--- src/rtl/analog_seq_pkg.sv ---
// Shared types and constants for the analog frame sequencer.
// Optional macro: ANALOG_SEQ_SYNC_EN selects a 2-flop synchroniser on the phase inputs.
// No ports; imported by the sequencer and its phase edge detector.
package analog_seq_pkg;

  typedef enum logic [1:0] {
    IDLE  = 2'd0,
    ARMED = 2'd1,
    LINE  = 2'd2,
    DONE  = 2'd3
  } seq_state_e;

`ifdef ANALOG_SEQ_SYNC_EN
  localparam int unsigned SYNC_STAGES = 2;
`else
  localparam int unsigned SYNC_STAGES = 0;
`endif

endpackage

--- src/rtl/analog_frame_sequencer_if.sv ---
// Bus bundle between sequencer control software/ADC capture and the sequencer.
// master: drives enable, phase inputs and configuration; receives status and strobes.
// slave : the sequencer side.
interface analog_frame_sequencer_if #(
  parameter int unsigned CNT_W  = 8,
  parameter int unsigned LINE_W = 10
);

  logic              i_enable;
  logic              i_phi_l2;
  logic              i_phi_p;
  logic [CNT_W-1:0]  i_pixel_idx;
  logic [CNT_W-1:0]  i_pixels_per_line;
  logic [LINE_W-1:0] i_lines_per_frame;

  logic              o_ADC_frame;
  logic              o_pixel_flag;
  logic [CNT_W-1:0]  o_line_len;
  logic              o_line_ok;
  logic              o_line_done;
  logic              o_frame_done;
  logic              o_overflow;

  modport master (
    output i_enable, i_phi_l2, i_phi_p, i_pixel_idx, i_pixels_per_line, i_lines_per_frame,
    input  o_ADC_frame, o_pixel_flag, o_line_len, o_line_ok, o_line_done, o_frame_done,
           o_overflow
  );

  modport slave (
    input  i_enable, i_phi_l2, i_phi_p, i_pixel_idx, i_pixels_per_line, i_lines_per_frame,
    output o_ADC_frame, o_pixel_flag, o_line_len, o_line_ok, o_line_done, o_frame_done,
           o_overflow
  );

endinterface

--- src/rtl/phase_edge_detect.sv ---
// Optional synchroniser followed by a registered sample and a 0->1 edge detector.
// Depth is SYNC_STAGES+1 flops, so the rising-edge event appears SYNC_STAGES+1 clocks
// after the phase is first sampled high (ANALOG_SEQ_SYNC_EN adds the synchroniser).
// Ports: clk, rst (sync active-high), phase (raw phase input), rise_c (one-cycle event).
module phase_edge_detect
  import analog_seq_pkg::*;
(
  input  logic clk,
  input  logic rst,
  input  logic phase,
  output logic rise_c
);

  localparam int unsigned DEPTH = SYNC_STAGES + 1;

  logic [DEPTH-1:0] chain;
  logic             prev;

  // Shift chain; the MSB is the sampled, synchronised phase level
  always_ff @(posedge clk) begin
    if (rst) begin
      chain <= '0;
      prev  <= 1'b0;
    end else begin
      chain <= DEPTH'({chain, phase});
      prev  <= chain[DEPTH-1];
    end
  end

  assign rise_c = chain[DEPTH-1] & ~prev;

endmodule

--- src/rtl/analog_frame_sequencer.sv ---
// Frames multi-line acquisitions from the phi_p / phi_l2 phase inputs and drives
// the ADC frame gate, pixel strobe and line status.
// Optional macro: ANALOG_SEQ_SYNC_EN (2-flop synchronisers on both phases, latency 3).
// Ports: i_clk, i_rst (sync active-high), bus (slave modport: enable, phases,
//        pixel index / line length / frame length config; frame, flag, line status,
//        done pulses, overflow).
module analog_frame_sequencer
  import analog_seq_pkg::*;
#(
  parameter int unsigned CNT_W  = 8,
  parameter int unsigned LINE_W = 10
) (
  input  logic                    i_clk,
  input  logic                    i_rst,
  analog_frame_sequencer_if.slave bus
);

  localparam logic [CNT_W-1:0] PIX_MAX = '1;

  logic p_rise_c;
  logic l2_rise_c;

  phase_edge_detect u_p_edge (
    .clk    (i_clk),
    .rst    (i_rst),
    .phase  (bus.i_phi_p),
    .rise_c (p_rise_c)
  );

  phase_edge_detect u_l2_edge (
    .clk    (i_clk),
    .rst    (i_rst),
    .phase  (bus.i_phi_l2),
    .rise_c (l2_rise_c)
  );

  seq_state_e        state, state_n;
  logic [CNT_W-1:0]  pix_cnt, pix_cnt_n;
  logic [LINE_W-1:0] line_cnt, line_cnt_n;
  logic              frame, frame_n;
  logic              pixel_flag, pixel_flag_n;
  logic [CNT_W-1:0]  line_len, line_len_n;
  logic              line_ok, line_ok_n;
  logic              line_done, line_done_n;
  logic              frame_done, frame_done_n;
  logic              overflow, overflow_n;

  logic [CNT_W-1:0]  pix_inc_c;
  logic [LINE_W-1:0] line_inc_c;

  assign pix_inc_c  = pix_cnt + CNT_W'(1);
  assign line_inc_c = line_cnt + LINE_W'(1);

  // State and output registers
  always_ff @(posedge i_clk) begin
    if (i_rst) begin
      state      <= IDLE;
      pix_cnt    <= '0;
      line_cnt   <= '0;
      frame      <= 1'b0;
      pixel_flag <= 1'b0;
      line_len   <= '0;
      line_ok    <= 1'b0;
      line_done  <= 1'b0;
      frame_done <= 1'b0;
      overflow   <= 1'b0;
    end else begin
      state      <= state_n;
      pix_cnt    <= pix_cnt_n;
      line_cnt   <= line_cnt_n;
      frame      <= frame_n;
      pixel_flag <= pixel_flag_n;
      line_len   <= line_len_n;
      line_ok    <= line_ok_n;
      line_done  <= line_done_n;
      frame_done <= frame_done_n;
      overflow   <= overflow_n;
    end
  end

  // Next-state and next-output logic
  always_comb begin
    state_n      = state;
    pix_cnt_n    = pix_cnt;
    line_cnt_n   = line_cnt;
    frame_n      = frame;
    line_len_n   = line_len;
    line_ok_n    = line_ok;
    overflow_n   = overflow;
    pixel_flag_n = 1'b0;
    line_done_n  = 1'b0;
    frame_done_n = 1'b0;

    unique case (state)
      IDLE: begin
        pix_cnt_n  = '0;
        line_cnt_n = '0;
        frame_n    = 1'b0;
        if (bus.i_enable) state_n = ARMED;
      end

      ARMED: begin
        if (p_rise_c) begin
          state_n    = LINE;
          pix_cnt_n  = '0;
          line_cnt_n = '0;
          frame_n    = 1'b1;
        end
      end

      LINE: begin
        // p_rise has priority: a coincident l2 edge is dropped
        if (p_rise_c) begin
          line_len_n  = pix_cnt;
          line_ok_n   = (pix_cnt == bus.i_pixels_per_line) && !overflow;
          line_done_n = 1'b1;
          line_cnt_n  = line_inc_c;
          pix_cnt_n   = '0;
          overflow_n  = 1'b0;
          if ((bus.i_lines_per_frame != '0) && (line_inc_c == bus.i_lines_per_frame)) begin
            state_n      = DONE;
            frame_n      = 1'b0;
            frame_done_n = 1'b1;
          end
        end else if (l2_rise_c) begin
          if (pix_cnt == PIX_MAX) begin
            overflow_n = 1'b1;
          end else begin
            pix_cnt_n = pix_inc_c;
            if ((bus.i_pixel_idx != '0) && (pix_inc_c == bus.i_pixel_idx)) begin
              pixel_flag_n = 1'b1;
            end
          end
        end
      end

      DONE: begin
        state_n = ARMED;
      end

      default: begin
        state_n = IDLE;
      end
    endcase

    // Disable aborts everything without done pulses; line status holds
    if (!bus.i_enable) begin
      state_n      = IDLE;
      pix_cnt_n    = '0;
      line_cnt_n   = '0;
      frame_n      = 1'b0;
      overflow_n   = 1'b0;
      pixel_flag_n = 1'b0;
      line_done_n  = 1'b0;
      frame_done_n = 1'b0;
    end
  end

  assign bus.o_ADC_frame  = frame;
  assign bus.o_pixel_flag = pixel_flag;
  assign bus.o_line_len   = line_len;
  assign bus.o_line_ok    = line_ok;
  assign bus.o_line_done  = line_done;
  assign bus.o_frame_done = frame_done;
  assign bus.o_overflow   = overflow;

endmodule
--- src/flat_wrapper.sv ---
// flat-port wrapper written by rule: the top's interface ports become plain ports
module analog_frame_sequencer_flat import analog_seq_pkg::*;
#(
  parameter int unsigned CNT_W  = 8,
  parameter int unsigned LINE_W = 10
)
  (i_clk, i_rst, bus_i_enable, bus_i_phi_l2, bus_i_phi_p, bus_i_pixel_idx, bus_i_pixels_per_line, bus_i_lines_per_frame, bus_o_ADC_frame, bus_o_pixel_flag, bus_o_line_len, bus_o_line_ok, bus_o_line_done, bus_o_frame_done, bus_o_overflow);
  analog_frame_sequencer_if #(.CNT_W(CNT_W), .LINE_W(LINE_W)) bus_i ();
  input  logic i_clk;
  input  logic i_rst;
  input wire logic [$bits(bus_i.i_enable)-1:0] bus_i_enable;
  input wire logic [$bits(bus_i.i_phi_l2)-1:0] bus_i_phi_l2;
  input wire logic [$bits(bus_i.i_phi_p)-1:0] bus_i_phi_p;
  input wire logic [$bits(bus_i.i_pixel_idx)-1:0] bus_i_pixel_idx;
  input wire logic [$bits(bus_i.i_pixels_per_line)-1:0] bus_i_pixels_per_line;
  input wire logic [$bits(bus_i.i_lines_per_frame)-1:0] bus_i_lines_per_frame;
  output wire logic [$bits(bus_i.o_ADC_frame)-1:0] bus_o_ADC_frame;
  output wire logic [$bits(bus_i.o_pixel_flag)-1:0] bus_o_pixel_flag;
  output wire logic [$bits(bus_i.o_line_len)-1:0] bus_o_line_len;
  output wire logic [$bits(bus_i.o_line_ok)-1:0] bus_o_line_ok;
  output wire logic [$bits(bus_i.o_line_done)-1:0] bus_o_line_done;
  output wire logic [$bits(bus_i.o_frame_done)-1:0] bus_o_frame_done;
  output wire logic [$bits(bus_i.o_overflow)-1:0] bus_o_overflow;
  assign bus_i.i_enable = bus_i_enable;
  assign bus_i.i_phi_l2 = bus_i_phi_l2;
  assign bus_i.i_phi_p = bus_i_phi_p;
  assign bus_i.i_pixel_idx = bus_i_pixel_idx;
  assign bus_i.i_pixels_per_line = bus_i_pixels_per_line;
  assign bus_i.i_lines_per_frame = bus_i_lines_per_frame;
  assign bus_o_ADC_frame = bus_i.o_ADC_frame;
  assign bus_o_pixel_flag = bus_i.o_pixel_flag;
  assign bus_o_line_len = bus_i.o_line_len;
  assign bus_o_line_ok = bus_i.o_line_ok;
  assign bus_o_line_done = bus_i.o_line_done;
  assign bus_o_frame_done = bus_i.o_frame_done;
  assign bus_o_overflow = bus_i.o_overflow;
  analog_frame_sequencer #(.CNT_W(CNT_W), .LINE_W(LINE_W)) u_core (.i_clk(i_clk), .i_rst(i_rst), .bus(bus_i));
endmodule
--- config.mk ---
export PLATFORM = sky130hd
export DESIGN_NAME = analog_frame_sequencer_flat
export DESIGN_NICKNAME = d
export VERILOG_FILES = /design/src/rtl/analog_seq_pkg.sv /design/src/rtl/analog_frame_sequencer_if.sv /design/src/rtl/phase_edge_detect.sv /design/src/rtl/analog_frame_sequencer.sv /design/src/flat_wrapper.sv
export SDC_FILE = /design/constraint.sdc
export NUM_CORES = 1
export LEC_CHECK = 0
export CAP_MARGIN = 10
export CORE_MARGIN = 2
export CORE_UTILIZATION = 50
export CTS_CLUSTER_SIZE = 30
export DETAILED_ROUTE_END_ITERATION = 8
export GPL_TIMING_DRIVEN = 0
export PLACE_DENSITY = 0.78
export SYNTH_ARGS = -nofsm -noshare
export SYNTH_HDL_FRONTEND = slang
export SYNTH_HIERARCHICAL = 1
export SYNTH_SLANG_ARGS = --single-unit
--- constraint.sdc ---
create_clock -name i_clk -period 6.45 [get_ports i_clk]
set_input_delay 1.935 -clock i_clk [delete_from_list [all_inputs] [get_ports i_clk]]
set_output_delay 1.935 -clock i_clk [all_outputs]
set_load 0.01 [all_outputs]
== After elaboration in Yosys (flattened, before gate mapping) ==
Index checks and enable logic that the tools add are counted.
Cells by class
  $add $sub $neg: 2
  muxes and demuxes: 22
  bitwise gates (word level): 8
  eq/ne operators: 12
  reduce and logical (&&, ||, !) cells: 21
Operators with widths (number)
  two-way mux 8 bit: 4
  one-hot mux 10 bit (3 select lines): 1
  one-hot mux 8 bit (3 select lines): 1
  two-way mux 10 bit: 2
  equality test 8 bit: 2
  adder 10 x 1 -> 10 bit, second input constant: 1
  equality test 10 bit: 1
  nonzero test 10 bit: 1
  two-way mux 1 bit: 9
  AND reduction 3 bit: 3
  adder 8 x 1 -> 8 bit, second input constant: 1
  equality test 8 bit, second input constant: 1
  AND reduction 4 bit: 2
  nonzero test 8 bit: 1
  two-way mux 2 bit: 3
  inequality test 2 x 1 -> 1 bit, second input constant: 3
  NOT 1 bit: 6
  one-hot mux 2 bit (3 select lines): 1
  OR reduction 6 bit: 1
  equality test 2 bit, second input constant: 2
  nonzero test 2 bit: 2
  OR reduction 2 bit: 2
  OR reduction 4 bit: 1
  logical AND 1 bit: 3
  10 further kinds: 11
Storage, ports and cells
  input port bits: 31
  register bits: 38

== Longest topological paths before layout ==
  depth in word-level cells: 6
  mapped depth: 10
  gate-level depth less buffers: 8

== Cells and area by module ==
The synthesis kept the hierarchy.
By module, submodules not included
  analog_frame_sequencer: cells each 286, instances 1, area an instance 2180.8 sq um
  phase_edge_detect: cells each 5, instances 2, area an instance 61.3 sq um

== Worst setup path after synthesis ==
OpenSTA, ideal clock, no wires.
  kind: input to register
  start point: in bus_i_lines_per_frame[9]
  end point: reg u_core.state[0]
  arrival: 3.411 ns
  path slack: 2.967 ns
  buffers on the path: 0
  data required time: 6.378 ns
  cell stages on the path: 6
  cells stage by stage: xnor2_1 -> or3_2 -> a211oi_1 -> o32ai_1 -> a211oi_2 -> mux2i_1
On the way
  word-level cells in the longest chain between the ends: 4
  elaborated cells between the ends (all ways): 5
Ends and longest elaborated chain
  start: declaration: line flat_wrapper.sv:16  | input wire logic [$bits(bus_i.i_lines_per_frame)-1:0] bus_i_lines_per_frame;
  equality test 10 bit / nonzero test 10 bit (equally long branches): line analog_frame_sequencer.sv:120  | if ((bus.i_lines_per_frame != '0) && (line_inc_c == bus.i_lines_per_frame)) begin
  logical AND 1 bit *: line analog_frame_sequencer.sv:120
  inequality test 2 x 1 -> 1 bit (no line) *
  AND reduction 3 bit (no line) *
  end signal: assignment: line analog_frame_sequencer.sv:68  | state <= state_n;
  end: declaration: line analog_frame_sequencer.sv:37  | seq_state_e state, state_n;
Mark *: on every way between the ends. The rest lies on a longest branch, timed or not.
A chain may end at the register's enable or synchronous reset.

== Worst setup path after layout ==
  start point: in bus_i_lines_per_frame[9]
  end point: reg u_core.frame, in the netlist u_core/bus.o_ADC_frame
On the way
  word-level cells in the longest chain between the ends: 4
  elaborated cells between the ends (all ways): 5
Ends and longest elaborated chain
  equality test 10 bit / nonzero test 10 bit (equally long branches): line analog_frame_sequencer.sv:120
  logical AND 1 bit *: line analog_frame_sequencer.sv:120
  inequality test 2 x 1 -> 1 bit (no line) *
  AND reduction 4 bit (no line) *
  end signal: assignment: line analog_frame_sequencer.sv:71  | frame <= frame_n;
  end: declaration: line analog_frame_sequencer.sv:40  | logic frame, frame_n;
Marked as above.

==> results.cfg <==
[final_layout]
final_cell_mix = 44 x clkdlybuf4s50_1, 38 x dfxtp_1, 34 x nand2_1
antenna_cells = 0
regArea_um2 = 760.7
final_common_cell = clkdlybuf4s50_1
areaGrowthSynthToFinish_pct = 26.07
multiInputGateArea_mm2 = 0.001435
drive_above_1_share_pct = 6.609
utilization_pct = 66.24
fin_nets = 384
nFillCells = 378

[sta]
period_share_pct = 62.33
rsz0062_at_grt = no
setup_viol = 0
period_needed_ns = 4.020
fin_skew_ns = 0.003556
tightest_slew_ns = 0.6078
hold_violations = 0
clock.fmax_mhz = 248.8
slew_violations = 0
finalSetupTns_ns = 0
relSlewSlack_pct = 59.39

[synth]
syn_avg_cell_area_um2 = 7.782
yosys.area_share.simple_pct = 28.84
synth-main-ff-cell = dfxtp_1
synthArstFlopShare_pct = 0
synth_area_mm2 = 0.002303
synth_adder_area_share_pct = 3.259
ys_seq_area_share_pct = 33.03
ys_ff_latch = 38
yosys.cell_types.count = 46
synth_top_family_by_area = simple AND/OR/NAND/NOR gates
synth_warnings = 6
syn-num-nets = 333
synth_enable_flop_cells = 0
synth_compound_area_share_pct = 17.06
synthMuxAreaShare_pct = 1.738
synth_cells = 296
synthXorXnorAreaFrac_pct = 11.41

[global_routing]
grt_pass1_wl_um = 9183
antenna_found_initial = 0
grt_pass1_vias = 1994
grt_usage_pct = 22.55
overflow = 0
grt_max_degree = 13

[worst_setup_path]
worst_ep_required_time_ns = 6.67
crit_chain = clkdlybuf4s50_1 -> xnor2_1 -> o211ai_1 -> a311oi_1 -> o32ai_1 -> a211oi_1 -> mux2i_1
critical-path-top-delay-family = compound AO/OA/AOI/OAI gates
worst-path-buf-inv = 1
cp.arrival_ns = 4.24
critPathMaxStageDelay_ns = 0.47
start_kind = primary input
crit_type = in -> reg
crit_path_end_kind = register
cp_max_fo = 6
crit_slowest_cell = a311oi_1

[clock_tree]
cts_sinks = 38
cts_tree = done
cts_setup_buffers = 0
clockBufferDepth = 2
cts_buffers = 5
worstSkewPairLatency_ns = 0.29
path_clk_slew_ns = 0.08
cts-root-buf = clkbuf_8
post_cts_resized = 0
cts_max_level = 2
cts_hold_buf = 0

[drt]
ant_nets = 0
vias_per_cell = 5.628
drt-pass1-iter-count = 4
routed-via-count = 2251
dr.first_iter.drc_count = 96
wl_per_cell_um = 14.32
drc = 0
drt-total-wl_um = 5728

[floorplanning]
dieArea_mm2 = 0.005166
boundaryPins = 45
die_h_um = 71.88
std_cell_rows = 24
core_mm2 = 0.004384
initial_utilization_pct = 52.54
die_w_um = 71.88

[job]
maxCapViolCount = 0

[placed_design]
gp_congestion = 0.8900
io_buffers = 44
dp_hpwl_um = 4250

[status]
status = finished clean

[power_and_ir_drop]
power_density_mw_per_mm2 = 164.6
ir_drop_mv = 0.1166
leakage_nw = 0.9898

[min_path]
hold_path_class = reg -> reg
-- area by class of cell --
cell class                      count  area share (%)
Buffer                             21           2.801
Clock buffer                        6           2.844
Clock inverter                      2          0.4308
Inverter                            7          0.9048
Multi-Input combinational cell    230           49.42
Sequential cell                    38           26.20
Tap cell                           52           2.240
Timing Repair Buffer               44           15.17
-- cell usage after synthesis (2+ instances only) --
cell | count | share of area (%)
a211oi_1 | 5 | 1.6
a21oi_1 | 27 | 5.9
a22oi_1 | 2 | 0.65
a311oi_1 | 2 | 0.76
and2_1 | 2 | 0.54
buf_2 | 2 | 0.43
clkbuf_1 | 19 | 3.1
dfxtp_1 | 38 | 33
ha_1 | 6 | 3.3
inv_1 | 7 | 1.1
mux2i_1 | 4 | 1.7
nand2_1 | 34 | 5.5
nand2b_1 | 5 | 1.4
nand3_1 | 9 | 2.0
nand3b_1 | 4 | 1.3
nand4_1 | 4 | 1.1
nor2_1 | 23 | 3.7
nor2b_1 | 7 | 1.9
nor2b_2 | 2 | 0.76
nor3_1 | 8 | 1.7
nor4_1 | 8 | 2.2
nor4b_1 | 2 | 0.76
o211ai_1 | 4 | 1.3
o21ai_0 | 14 | 3.0
or2_2 | 2 | 0.54
or3_1 | 6 | 1.6
or3_2 | 3 | 0.98
xnor2_1 | 15 | 5.7
xor2_1 | 15 | 5.7
-- metrics by stage --
step	hold WS, ns	power [W]	setup WS, ns	instance area (µm²)	cells
after floorplan	0.4292	0.0002785	2.967	2303	296
after global placement	0.4441	0.0003094	2.260	2809	392
after detailed placement	0.4530	0.0003100	2.239	2809	392
after CTS	0.4637	0.0004824	2.500	2904	400
after global routing	0.4841	0.0004975	2.340	2904	400
final	0.4603	0.0004780	2.430	2904	400
-- layer usage --
metal  up-vias  global-route usage [%]  share of wire (%)
met2        58                   39.20                 49
met4         0                   5.660                1.1
met3         7                   3.797                4.8
met5         -                       0                  0
met1      1048                   29.05                 45
li1       1138                       -                  -
-- final timing paths --
path                                                from                        to  slack (ns)  cells past startpoint
worst min-delay path            u_core/bus.o_line_len[2]  u_core/bus.o_line_len[2]        0.46                      2
worst min register to register  u_core/bus.o_line_len[2]  u_core/bus.o_line_len[2]        0.46                      2
worst max register to register        u_core/line_cnt[0]    u_core/bus.o_ADC_frame        3.59                      9
worst max-delay path            bus_i_lines_per_frame[9]    u_core/bus.o_ADC_frame        2.43                      7
-- power breakdown --
group / internal [W] / switching (W) / total (W) / leakage, nW
sequential: 0.000237 / 0.00000203 / 0.000239 / 0.307
clock: 0.0000859 / 0.0000867 / 0.000173 / 0.0472
combinational: 0.0000337 / 0.0000327 / 0.0000664 / 0.635
-- flip-flops by register name, summed over array words and instances (netlist names) --
register and count:
u_core/bus.o_frame_done 1, u_core/u_p_edge/prev 1, u_core/state 2, u_core/bus.o_line_done 1, u_core/bus.o_ADC_frame 1, u_core/pix_cnt 8, u_core/u_l2_edge/prev 1, u_core/bus.o_overflow 1
u_core/bus.o_line_ok 1, u_core/bus.o_pixel_flag 1, u_core/bus.o_line_len 8, u_core/line_cnt 10, u_core/u_p_edge/chain 1, u_core/u_l2_edge/chain 1
-- logic make-up (layout without fill, tap and decap cells) --
family                   count (synthesis)  after routing
XOR/XNOR                                30             30
AO/OA/AOI/OAI                           64             64
multiplexers                             4              4
buffers and inverters                   28             80
AND/OR/NAND/NOR                        126            126
flip-flops                              38             38
adder cells (fa/ha/maj)                  6              6
-- worst register-to-register path, delay by kind of cell, from the launching register on --
kind,cells,cell delay [ns]
flops,1,0.44
buf+inv,2,0.54
compound gates,3,1.02
fa+ha+maj,1,0.17
simple gates,2,0.38
mux,1,0.23
No activity file was read; power rests on OpenSTA's default activity.
